===== src/rtl/wishbone_scratch_slave.sv =====
// Wishbone classic slave exposing NREGS read/write scratch registers; option macro WB_SCRATCH_RETRY_EN adds busy_i -> rty_o.
// Latency: ack_o/err_o/rty_o asserted (registered) WAIT_STATES+1 cycles after cyc_i&stb_i; one transfer per WAIT_STATES+2 cycles.
// Backpressure: the master holds cyc_i&stb_i until termination; dropping either during WAIT aborts with no write.
module wishbone_scratch_slave #(
    parameter int                    DATA_WIDTH      = 8,
    parameter int                    ADDR_WIDTH      = 16,
    parameter int                    NREGS           = 16,
    parameter int                    WAIT_STATES     = 0,
    parameter bit                    ERR_ON_UNMAPPED = 1'b1,
    parameter logic [DATA_WIDTH-1:0] FILL_VALUE      = 8'hFF
) (
    input  logic                        clk_i,
    input  logic                        rst_i,
    input  logic                        cyc_i,
    input  logic                        stb_i,
    input  logic                        wr_i,
    input  logic [ADDR_WIDTH-1:0]       adr_i,
    input  logic [DATA_WIDTH-1:0]       dat_i,
    output logic [DATA_WIDTH-1:0]       dat_o,
    output logic                        ack_o,
    output logic                        err_o,
    output logic                        rty_o,
`ifdef WB_SCRATCH_RETRY_EN
    input  logic                        busy_i,
`endif
    output logic [NREGS*DATA_WIDTH-1:0] regs_o
);

    localparam int                  IDX_W     = (NREGS > 1) ? $clog2(NREGS) : 1;
    localparam logic [ADDR_WIDTH:0] NREGS_EXT = (ADDR_WIDTH+1)'(NREGS);
    localparam logic [3:0]          WS_LAST   = (WAIT_STATES > 0) ? 4'(WAIT_STATES - 1) : 4'd0;

    typedef enum logic [1:0] {ST_IDLE, ST_WAIT, ST_TERM} state_t;

    state_t                  state, state_nxt;
    logic [3:0]              wait_cnt, wait_cnt_nxt;
    logic [ADDR_WIDTH-1:0]   adr_q;
    logic                    wr_q;
    logic [DATA_WIDTH-1:0]   dat_q;
    logic [DATA_WIDTH-1:0]   regs [NREGS];

    logic                    req, busy, latch, enter_term;
    logic [ADDR_WIDTH-1:0]   adr_dec;
    logic                    wr_dec, mapped;
    logic [IDX_W-1:0]        idx_dec;
    logic                    ack_nxt, err_nxt, rty_nxt;
    logic [DATA_WIDTH-1:0]   dat_nxt;

`ifdef WB_SCRATCH_RETRY_EN
    assign busy = busy_i;
`else
    assign busy = 1'b0;
`endif

    assign req = cyc_i & stb_i;

    // Decode the live bus in IDLE (the sampling cycle) and the latched copy afterwards.
    assign adr_dec = (state == ST_IDLE) ? adr_i : adr_q;
    assign wr_dec  = (state == ST_IDLE) ? wr_i  : wr_q;
    assign mapped  = ({1'b0, adr_dec} < NREGS_EXT);
    assign idx_dec = adr_dec[IDX_W-1:0];

    always_comb begin
        state_nxt    = state;
        wait_cnt_nxt = wait_cnt;
        latch        = 1'b0;
        enter_term   = 1'b0;
        ack_nxt      = 1'b0;
        err_nxt      = 1'b0;
        rty_nxt      = 1'b0;
        dat_nxt      = FILL_VALUE;
        case (state)
            ST_IDLE: begin
                if (req) begin
                    latch        = 1'b1;
                    wait_cnt_nxt = 4'd0;
                    if (WAIT_STATES > 0) state_nxt  = ST_WAIT;
                    else                 enter_term = 1'b1;
                end
            end
            ST_WAIT: begin
                if (!req)                       state_nxt    = ST_IDLE;
                else if (wait_cnt == WS_LAST)   enter_term   = 1'b1;
                else                            wait_cnt_nxt = wait_cnt + 4'd1;
            end
            ST_TERM: state_nxt = ST_IDLE;
            default: state_nxt = ST_IDLE;
        endcase
        if (enter_term) begin
            state_nxt = ST_TERM;
            if (busy) begin
                rty_nxt = 1'b1;
            end else if (!mapped && ERR_ON_UNMAPPED) begin
                err_nxt = 1'b1;
            end else begin
                ack_nxt = 1'b1;
                if (!wr_dec && mapped) dat_nxt = regs[idx_dec];
            end
        end
    end

    always_ff @(posedge clk_i) begin
        if (rst_i) begin
            state    <= ST_IDLE;
            wait_cnt <= 4'd0;
        end else begin
            state    <= state_nxt;
            wait_cnt <= wait_cnt_nxt;
        end
    end

    always_ff @(posedge clk_i) begin
        if (rst_i) begin
            adr_q <= '0;
            wr_q  <= 1'b0;
            dat_q <= '0;
            ack_o <= 1'b0;
            err_o <= 1'b0;
            rty_o <= 1'b0;
            dat_o <= FILL_VALUE;
            for (int k = 0; k < NREGS; k++) regs[k] <= '0;
        end else begin
            ack_o <= ack_nxt;
            err_o <= err_nxt;
            rty_o <= rty_nxt;
            dat_o <= dat_nxt;
            if (latch) begin
                adr_q <= adr_i;
                wr_q  <= wr_i;
                dat_q <= dat_i;
            end
            // Commit only on the edge closing an acked write to a mapped register.
            if (state == ST_TERM && ack_o && wr_q && mapped) regs[idx_dec] <= dat_q;
        end
    end

    for (genvar k = 0; k < NREGS; k++) begin : g_flat
        assign regs_o[k*DATA_WIDTH +: DATA_WIDTH] = regs[k];
    end

endmodule


===== config.mk =====
export PLATFORM = sky130hd
export DESIGN_NAME = wishbone_scratch_slave
export DESIGN_NICKNAME = d
export VERILOG_FILES = /design/src/rtl/wishbone_scratch_slave.sv
export SDC_FILE = /design/constraint.sdc
export NUM_CORES = 1
export LEC_CHECK = 0
export CAP_MARGIN = 30
export CORE_MARGIN = 2
export CORE_UTILIZATION = 40
export CTS_CLUSTER_DIAMETER = 120
export DETAILED_ROUTE_END_ITERATION = 12
export PLACE_DENSITY = 0.65
export SLEW_MARGIN = 20
export SYNTH_ARGS = -nofsm -noshare
export SYNTH_HDL_FRONTEND = slang
export SYNTH_SLANG_ARGS = --single-unit

===== constraint.sdc =====
create_clock -name clk_i -period 6.93 [get_ports clk_i]
set_clock_uncertainty 0.05 [all_clocks]
set_input_delay 1.386 -clock clk_i [delete_from_list [all_inputs] [get_ports clk_i]]
set_output_delay 1.386 -clock clk_i [all_outputs]
set_load 0.005 [all_outputs]

==> metrics.md <==
| Metric | Value |
|---|---|
| Power density cells | 222.5 nW/um^2 |
| H-tree level count | 4 |
| Die W | 143.0 um |
| Peak VDD IR | roughly 0.18 mV |
| Final setup viols | 0 |
| Fin Hold WS | roughly 420 ps |
| Worst-case reg-to-reg path depth | 4 |
| Vias in the first global route | 4966 |
| Routed WL | approximately 21000 um |
| Critical path fanouts, max | between 40 and 50 |
| Worst-path clk slew | 70 ps |
| Total setup buffers inserted after CTS | 0 |
| I/O pin total | roughly 170 |
| Flop-to-flop setup slack | approximately 3800 ps |
| Post-Synthesis Cells | around 530 |
| Worst Setup Start Kind | input port |
| Max clock buf depth | 2 |
| Die height | between 100 and 150 um |
| Site row count | 50 |
| GRT Total Usage | 0.2152 |
| Cts bufs inserted | 17 |
| Fin. max-slew vios | 0 |
| Setup crit start | rst_i |
| Via count | approximately 5100 |
| CP required | ~7000 ps |
| Worst hold path type | reg2reg |
| Sink Count | between 150 and 200 |
| Register area share after synthesis | 0.5909 |
| DRC Markers | 0 |
| Syn Nets | 556 |
| Critical R2R Capture | dat_o[7] |
| Diode count | 0 |
| Post-route minimum period | roughly 3800 ps |
| Share of the synthesized area in the top cell type | 0.4976 |
| Die footprint | slightly above 20000 sq um |
| Outcome | finished, final reports clean |
| CTS root buf | clkbuf_16 |
| Worst Setup Path Type | in2reg |
| First-pass GRT wire length | roughly 31000 um |
| CTS resizes | 0 |
| Synthesized area per cell | roughly 15 sq um |
| CTS tree | done |
| Hold Path End | adr_q[11] |
| Core area | about 19000 sq um |
| DRT antenna net count | 0 |
| Hold Vio Cnt, Final | 0 |
| Grt ovf | 0 |
| Ranking of synthesized cells by area | edfxtp_1 50%, and2_1 10%, dfxtp_1 9.3% |
| Fill cells | around 1500 |
| Pre-antenna DRT Iters | 5 |
| Synthesized cell area | roughly 7700 sq um |
| Starting DRC count in detailed routing | approximately 400 |
| Seq cells post-synth | between 150 and 200 |
| Worst r2r src | state[1] |
| EDFF count, synth | between 100 and 150 |
| Final net count | just over 700 |
| Yosys cell types | between 40 and 50 |
| Leakage | ~0.0036 uW |
| Fmax | 0.2644 GHz |
| Yosys Warn Count | 0 |
| Clock latency on the worst-skew pair | ~430 ps |
| Fin Setup TNS | 0 ps |
| Largest net degree at the start of global routing | 44 |
| Top-count cell post-synth | and2_1 |
| Hold-critical path depth | 2 |
| Synth Flop Type | edfxtp_1 |
| Initial Util | 0.4102 |
| Unrepaired setup endpoints after global routing | false |
| Synth area leader | edfxtp_1 |
| Vias per cell | roughly 5.3 |
| Max Cap Viol | 0 |
| Share of cells above drive strength 1 | 0.1270 |
| GP Congestion | between 0.8 and 0.9 |
| Critical Path AT | 3840 ps |
| Top cells by instance count after synthesis | 129 x and2_1, 128 x edfxtp_1, 52 x nand2_1 |
| Final Cycle Share | 0.5458 |
| Area grow syn2layout | 31.15% |
| Initial antenna violation count | 0 |
| Hold buffers post-CTS | 0 |
| Slew @ Worst Pin | ~900 ps |
| Hold Path Origin | adr_q[11] |
| Post-synth ARST share | 0 |
| Routed len/inst | 22.25 um |
| Worst Setup End Kind | flop |
| Port bufs | around 170 |
| Slew margin rel. | 0.3915 |
| Detailed placement HPWL | ~16000 um |
## layer usage
layer	share of wire	track usage	wire (um)	vias up
li1	-	-	-	2290
met1	0.40	0.2774	8472	2483
met2	0.49	0.3478	10580	256
met3	0.078	0.04661	1672	44
met4	0.031	0.1006	658	0
met5	0	0	0	-
## per-stage QoR
step | power (uW) | instance area [sq um] | setup WS (ps) | cells | util
final | 2254 | 10130 | 3148 | 961 | 0.5380
after global routing | 2319 | 10130 | 2995 | 961 | 0.5380
after CTS | 2264 | 10120 | 3147 | 960 | 0.5374
after detailed placement | 1364 | 9538 | 2714 | 928 | 0.5065
after global placement | 1360 | 9533 | 2720 | 927 | 0.5062
after floorplan | 1248 | 7725 | 3667 | 527 | -
## cell families after synthesis
| kind of cell | after synthesis | share of synthesized area |
|---|---|---|
| flip-flops | 164 | 0.5909 |
| AND/OR/NAND/NOR | 240 | 0.2083 |
| multiplexers | 36 | 0.1103 |
| AO/OA/AOI/OAI | 56 | 0.06349 |
| buffers and inverters | 30 | 0.02656 |
| other | 1 | 0.0004854 |
## registers in the layout (all words and copies together), names as in the netlist
register,cells
adr_q,16
ack_o,1
regs,128
dat_q,8
err_o,1
dat_o,8
wr_q,1
state,1
## report_power, final
| group | total [uW] | internal (uW) | leakage [uW] | switching, uW |
|---|---|---|---|---|
| registers | 1130 | 1090 | 0.00161 | 41.2 |
| clock network | 912 | 530 | 0.000294 | 383 |
| logic | 210 | 109 | 0.00173 | 101 |
## worst max path at each step
stage | endpoint | slack [ps] | depth (start not counted)
6_report | regs[15][2] | 3150 | 6
3_5_place_dp | regs[15][4] | 2710 | 6
5_1_grt | regs[15][2] | 3000 | 5
2_1_floorplan | regs[11][0] | 3670 | 4
4_1_cts | regs[15][2] | 3150 | 5
3_3_place_gp | regs[15][3] | 2720 | 5
## critical path: stages
cell	delay [ps]
clkdlybuf4s50_1	400
buf_4	270
and4b_1	430
nand3_2	270
a2111oi_4	690
or2_2	390
## layout by cell type (no fill, tap or decap), types with 3 or more instances in the layout
cell type,n
or2_2,7
edfxtp_1,128
clkbuf_16,19
and2_1,129
dfxtp_1,36
nor2_1,4
a2111oi_4,5
or2_1,10
nand2_1,52
mux4_1,19
clkinv_4,4
buf_4,3
nand3_2,3
a21oi_1,26
inv_4,4
clkdlybuf4s50_1,166
nor4_4,14
a22oi_1,16
nand3_1,8
mux4_2,13
## final cells by class
cell class,instances,area (sq um),share of cell area
Clock buffer,23,518.0,0.05113
Clock inverter,9,63.81,0.006299
Inverter,1,3.754,0.0003705
Multi-Input combinational cell,333,2955,0.2917
Sequential cell,164,4564,0.4505
Tap cell,260,325.3,0.03211
Timing Repair Buffer,171,1700,0.1678
No activity file was read; power rests on OpenSTA's default activity.
